<file path="src/rtl/ray_dispatch_queue.sv">
// Ray dispatch queue: an in-order FIFO of primary rays between the ray generator and the
// octree traversal unit. Rays with an all-zero direction are accepted but discarded and
// counted. The pixel loop index of the head entry is decoded into pixel column and row.
module ray_dispatch_queue #(
    parameter int unsigned DEPTH      = 4,
    parameter int unsigned DIR_W      = 12,
    parameter int unsigned IDX_W      = 32,
    parameter int unsigned LOG2_WIDTH = 8
) (
    input  logic                          clk,
    input  logic                          reset_n,
    input  logic                          flush,
    input  logic                          in_valid,
    output logic                          in_ready,
    input  logic signed [DIR_W-1:0]       in_dir_x,
    input  logic signed [DIR_W-1:0]       in_dir_y,
    input  logic signed [DIR_W-1:0]       in_dir_z,
    input  logic signed [IDX_W-1:0]       in_index,
    output logic                          out_valid,
    input  logic                          out_ready,
    output logic signed [DIR_W-1:0]       out_dir_x,
    output logic signed [DIR_W-1:0]       out_dir_y,
    output logic signed [DIR_W-1:0]       out_dir_z,
    output logic signed [IDX_W-1:0]       out_index,
    output logic [LOG2_WIDTH-1:0]         out_pix_x,
    output logic [IDX_W-LOG2_WIDTH-1:0]   out_pix_y,
    output logic [$clog2(DEPTH+1)-1:0]    count,
    output logic [15:0]                   drop_count
);

    localparam int unsigned PtrW = $clog2(DEPTH);
    localparam int unsigned CntW = $clog2(DEPTH + 1);

    logic [PtrW-1:0] wr_ptr_q, wr_ptr_d;
    logic [PtrW-1:0] rd_ptr_q, rd_ptr_d;
    logic [CntW-1:0] count_q, count_d;
    logic [15:0]     drop_q, drop_d;

    logic signed [DIR_W-1:0] mem_x [DEPTH];
    logic signed [DIR_W-1:0] mem_y [DEPTH];
    logic signed [DIR_W-1:0] mem_z [DEPTH];
    logic signed [IDX_W-1:0] mem_idx [DEPTH];

    logic push, pop, zero_dir, store, drop;

    function automatic logic [PtrW-1:0] ptr_inc(input logic [PtrW-1:0] p);
        return (p == PtrW'(DEPTH - 1)) ? '0 : p + PtrW'(1);
    endfunction

    // Handshake decode; in_ready looks only at registered occupancy and flush.
    always_comb begin
        in_ready  = !flush && (count_q < CntW'(DEPTH));
        out_valid = (count_q != '0);
        push      = in_valid && in_ready;
        zero_dir  = (in_dir_x == '0) && (in_dir_y == '0) && (in_dir_z == '0);
        store     = push && !zero_dir;
        drop      = push && zero_dir;
        // A pop coinciding with flush is ignored; flush wins.
        pop       = out_valid && out_ready && !flush;
    end

    // Next-state for pointers, occupancy and the saturating drop counter.
    always_comb begin
        wr_ptr_d = wr_ptr_q;
        rd_ptr_d = rd_ptr_q;
        count_d  = count_q;
        drop_d   = drop_q;
        if (flush) begin
            wr_ptr_d = '0;
            rd_ptr_d = '0;
            count_d  = '0;
        end else begin
            if (store) wr_ptr_d = ptr_inc(wr_ptr_q);
            if (pop)   rd_ptr_d = ptr_inc(rd_ptr_q);
            if (store && !pop)      count_d = count_q + CntW'(1);
            else if (!store && pop) count_d = count_q - CntW'(1);
        end
        if (drop && (drop_q != 16'hFFFF)) drop_d = drop_q + 16'd1;
    end

    // Control state register with synchronous active-low reset.
    always_ff @(posedge clk) begin
        if (!reset_n) begin
            wr_ptr_q <= '0;
            rd_ptr_q <= '0;
            count_q  <= '0;
            drop_q   <= '0;
        end else begin
            wr_ptr_q <= wr_ptr_d;
            rd_ptr_q <= rd_ptr_d;
            count_q  <= count_d;
            drop_q   <= drop_d;
        end
    end

    // Entry storage; contents need no reset since outputs are masked while empty.
    always_ff @(posedge clk) begin
        if (store) begin
            mem_x[wr_ptr_q]   <= in_dir_x;
            mem_y[wr_ptr_q]   <= in_dir_y;
            mem_z[wr_ptr_q]   <= in_dir_z;
            mem_idx[wr_ptr_q] <= in_index;
        end
    end

    // Head entry output, forced to zero while the queue is empty.
    always_comb begin
        out_dir_x = '0;
        out_dir_y = '0;
        out_dir_z = '0;
        out_index = '0;
        if (out_valid) begin
            out_dir_x = mem_x[rd_ptr_q];
            out_dir_y = mem_y[rd_ptr_q];
            out_dir_z = mem_z[rd_ptr_q];
            out_index = mem_idx[rd_ptr_q];
        end
        out_pix_x  = out_index[LOG2_WIDTH-1:0];
        out_pix_y  = out_index[IDX_W-1:LOG2_WIDTH];
        count      = count_q;
        drop_count = drop_q;
    end

endmodule

</file>
<file path="config.mk">
export PLATFORM = sky130hd
export DESIGN_NAME = ray_dispatch_queue
export DESIGN_NICKNAME = d
export VERILOG_FILES = /design/src/rtl/ray_dispatch_queue.sv
export SDC_FILE = /design/constraint.sdc
export NUM_CORES = 1
export LEC_CHECK = 0
export BUFFER_PORTS_ARGS = -buffer_cell sky130_fd_sc_hd__buf_2
export CAP_MARGIN = 20
export CORE_MARGIN = 2
export CORE_UTILIZATION = 56
export DETAILED_ROUTE_END_ITERATION = 12
export MAX_ROUTING_LAYER = met4
export PLACE_DENSITY = 0.88
export SLEW_MARGIN = 40
export SYNTH_ARGS = -nofsm -noshare
export SYNTH_HDL_FRONTEND = slang
export SYNTH_SLANG_ARGS = --single-unit
export TNS_END_PERCENT = 1
</file>
<file path="constraint.sdc">
create_clock -name clk -period 4.2 [get_ports clk]
set_input_delay 0.42 -clock clk [delete_from_list [all_inputs] [get_ports clk]]
set_output_delay 0.42 -clock clk [all_outputs]
set_load 0.01 [all_outputs]
</file>
# --- Word level (Yosys, flattened, before mapping) ---
# Memory sizes are Yosys's and may differ from the RTL's. A register that Yosys moved wholly into a read port is not among the register bits.
# Cells that the tools add are included.
word_totals:
  ramBits: 272
  elab_cells: 57
  output_inout_bits: 121
  reg_bits: 23
  n_memories: 4
memory_table:
  columns: ["name", "words", "width", "rd", "rd_ports_with_merged_regs", "wr", "line", "text"]
  rows:
  - ["mem_idx", 4, 32, 1, 1, 1, "42", "logic signed [IDX_W-1:0] mem_idx [DEPTH];"]
  - ["mem_x", 4, 12, 1, 1, 1, "39", "logic signed [DIR_W-1:0] mem_x [DEPTH];"]
  - ["mem_y", 4, 12, 1, 1, 1, "40", "logic signed [DIR_W-1:0] mem_y [DEPTH];"]
  - ["mem_z", 4, 12, 1, 1, 1, "41", "logic signed [DIR_W-1:0] mem_z [DEPTH];"]
op_classes:
  muxes: 18
  n_reduce_logical: 21
  addsub: 5
  bitwise_logic: 1
  order_cmp: 1
  eq_ne: 3
op_table:
  columns: ["operator", "n"]
  rows:
  - ["$logic_not 12->1", 3]
  - ["$mux 12", 3]
  - ["$mux 32", 1]
  - ["$mux 2", 10]
  - ["$add 16x1->16 const B", 1]
  - ["$ne 16x16->1 const B", 1]
  - ["$logic_and 1x1->1", 11]
  - ["$mux 3", 2]
  - ["$add 2x1->2 const B", 2]
  - ["$eq 2x2->1 const B", 2]
  - ["$logic_not 1->1", 4]
  - ["$add 3x1->3 const B", 1]
  - ["$lt 3x3->1 const B", 1]
  - ["$reduce_bool 3->1", 1]
  - ["$sub 3x1->3 const B", 1]
  - ["$mux 1", 2]
  - ["$reduce_bool 2->1", 1]
  - ["$reduce_or 2->1", 1]
  - ["$not 1->1", 1]

# --- Depth between registers and ports, before layout ---
logic_depth:
  ltp_word: 9
  ltp_mapped: 10
  mapped_depth_nobuf: 9

# --- Worst setup path after synthesis ---
# No wires, ideal clock.
synth_path:
  path_kind: "input to register"
  from: "input port flush"
  to: "memory mem_idx[0][0], enable pin"
  arrival_ps: 2795
  path_buffers: 0
  stages: 4
  setup_slack_ps: 972
  required_time_ps: 3767
  path_cell_list: "nor2_1 nand2_1 a31oi_1 and2_1"
synth_via:
  elab_chain_len: 6
synth_lines:
  columns: ["item", "line", "text"]
  rows:
  - ["start, declared", "12", "input logic flush,"]
  - ["$logic_not 1->1", "52", "in_ready = !flush && (count_q < CntW'(DEPTH));"]
  - ["$logic_and 1x1->1", "52", null]
  - ["$logic_and 1x1->1", "54", "push = in_valid && in_ready;"]
  - ["$logic_and 1x1->1", "56", "store = push && !zero_dir;"]
  - ["named net store", "44", "logic push, pop, zero_dir, store, drop;"]
  - ["$mux 1", "98", "if (store) begin"]
  - ["$mux 1 (not written as such)", "102", "mem_idx[wr_ptr_q] <= in_index;"]
  - ["end, declared", "42", null]
# The timed path passes the listed nets, and every way through them passes these cells.

==> results.toml <==
[logic_synthesis]
synth_area_um2 = 11900
async_reset_ff_share_pct = 0
yosysWarnings = 0
synth_most_common_cell = "edfxtp_1"
yosys.area.top_type = "edfxtp_1"
ys.flop_type = "edfxtp_1"
yosysSeqAreaShare_pct = 73.0
synth_edf_count = 272
synth_top_area_share_pct = 68.7
synth_area_leaders = "edfxtp_1 (69%), mux4_2 (13%), dfxtp_1 (4.2%)"
avgSynthCellArea_um2 = 18.9
syn_inst = 628
synthTopCellsByCount = "edfxtp_1 (272), and2_1 (73), mux4_2 (68), buf_4 (32), dfxtp_1 (25)"
synth_seq_cells = 297
syn_nets = 709
synthDistinctLibCells = 37

[floorplanning]
ioPinCount = 194
initial_utilization_pct = 56.7
die_y_um = 150
core.rowCount = 53
die_w_um = 150
die-area_um2 = 22400
core_um2 = 21000

[place]
io_buffer_count = 193
hpwl_um = 14300
routabilityCongestion = 0.805
dp.cells = 1042

[sta]
max_clock_freq_mhz = 332
period_share_pct = 71.7
rsz0062_at_grt = "false"
hold_violations = 0
timing.slew.headroom_pct = 51.9
worst_pin_slew_ns = 0.719
setup-tns-final_ns = 0
fin_hold_ws_ns = 0.0957
min_period_ns = 3.01
setup_viol = 0
skew_ns = 0.00964
slew_viol_final = 0

[flow_run]
maxCapViolations = 0

[cells_and_area]
drive_above_1_share_pct = 40.3
areaGrowthSynthToFinish_pct = 18.3
final-instance-count-excl-fill = 1101
fillers = 1379
layout.nets = 880

[critical_path]
crit_type = "flip-flop to primary output"
critPathArrivalTime_ns = 2.59
start_kind = "flip-flop"
r2r-start = "count[2]"
r2r_end = "count[2]"
worstPathMaxFanout = 39
endpoint_kind = "primary output"
r2r_slack_ns = 1.65
rr_worst_depth = 9
worstPathRequired_ns = 3.78

[clock_tree]
cts-root-buf = "clkbuf_16"
post_cts_buffers = 0
cts_buffers = 30
cts_repair_resize_count = 0
cts_sinks = 297
cts_tree = "built"
htreeDepth = 1
clk_pin_slew_ns = 0.06
clk_latency_ns = 0.53
clk_path_buf_depth = 3
ctsHoldBuffers = 0

[grt]
first_global_vias = 6228
grt_overflow = 0
grt_use_total_pct = 20.9
grt_first_pass_wirelength_um = 34400
grt_max_degree = 71
grt_antenna_before_repair = 3

[worst_hold_path]
min_path_cells = 1
hp-class = "input pin to flip-flop"
whs_endpoint = "mem_idx[2][2]"
hold_start = "in_index[2]"

[detailed_routing]
drc = 0
viasPerCell = 5.67
routed_wl_um = 22800
drtIter0Drc = 380
dr_total_vias = 6248
dr.pass1.iters = 4
antenna_left = 0
drt-wirelength-per-cell_um = 20.7

[pwr]
total_power_mw = 6.43
peakVddDrop_mv = 0.384
p_leak_nw = 4.98
powerDensity_nw_per_um2 = 457

[status]
status = "finished clean"
per-stage QoR:
| step | util [%] | instance area, µm² | worst slack, ns |
|---|---|---|---|
| 6_report | 67.1 | 14100 | 1.19 |
| 5_1_grt | 67.1 | 14100 | 0.982 |
| 4_1_cts | 67.0 | 14000 | 1.10 |
| 3_5_place_dp | 62.0 | 13000 | 1.33 |
| 3_3_place_gp | 61.8 | 12900 | 1.28 |
| 2_1_floorplan | - | 11900 | 0.972 |
state kept, by name (all words and copies together) (netlist names), named ones only:
| register | flops |
|---|---|
| mem_idx | 128 |
| mem_x | 48 |
| mem_y | 48 |
| mem_z | 48 |
| drop_count | 16 |
| count | 3 |
| rd_ptr_q | 2 |
| wr_ptr_q | 2 |
where the power goes:
group / total (mW) / switching [mW] / internal (mW)
registers: 3.29 / 0.0177 / 3.27
logic: 0.376 / 0.211 / 0.164
clock network: 2.76 / 1.06 / 1.70
total: 6.43 / 1.29 / 5.14
worst max-delay path, cell delays in order, from the launching register on:
cell and delay [ns]:
dfxtp_4 0.75, buf_12 0.36, mux4_2 0.57, and2_1 0.18
buf_2 0.14
metal layers:
metal	global-route usage [%]	wire length [µm]	up-vias
li1	-	-	2824
met3	3.66	1590	32
met1	27.8	9230	3150
met5	-	0	-
met4	4.95	384	0
met2	34.5	11600	242
area by class of cell:
cell class,count,area (µm²),share of cell area [%]
well taps,275,344,2.45
clock buffers,35,821,5.84
multi-input cells,264,2840,20.2
flip-flops and latches,297,8680,61.7
clock inverters,21,235,1.67
inverters,5,18.8,0.134
repair buffers,201,1110,7.93
diodes,3,7.51,0.0534
cells in the final DEF, fill, tap and decap left out, types with 3 or more instances in the layout:
master,count
dfxtp_1,23
clkinv_1,6
o31ai_1,9
mux2i_1,5
edfxtp_1,272
nand2_1,14
or4_1,7
inv_1,5
ha_1,7
nor4_1,10
mux4_2,68
nand3_1,10
and2_1,69
nor2_1,8
bufinv_16,5
buf_12,7
and2_4,4
and4_1,4
a21oi_1,14
diode_2,3
clkbuf_16,31
nand2b_1,4
o21ai_0,5
clkinv_2,6
buf_2,193
or3_1,3
clkbuf_8,3
worst max-delay path by stage:
| stage | start | to | slack [ns] | cells after the start |
|---|---|---|---|---|
| global route | flip-flop | out_index[30] | 0.98 | 4 |
| CTS | flip-flop | out_index[6] | 1.10 | 4 |
| finish | flip-flop | out_index[5] | 1.19 | 4 |
| floorplan | flush | mem_idx[0][0] | 0.97 | 4 |
| global placement | in_dir_x[1] | count[2] | 1.28 | 10 |
| detailed placement | in_dir_z[0] | count[2] | 1.33 | 10 |
cell families (layout without fill, tap and decap cells):
family	after synthesis	after routing	share of synthesized area, %
other	0	3	0
and+or+nand+nor	148	148	7.71
AOI/OAI and AO/OA	33	33	1.70
muxes	73	73	13.3
DFF	297	297	73.0
adders and majority gates	8	8	0.906
xor gates and xnor gates	2	2	0.147
buffers and inverters	67	262	3.28
No activity file was read; power rests on OpenSTA's default activity.
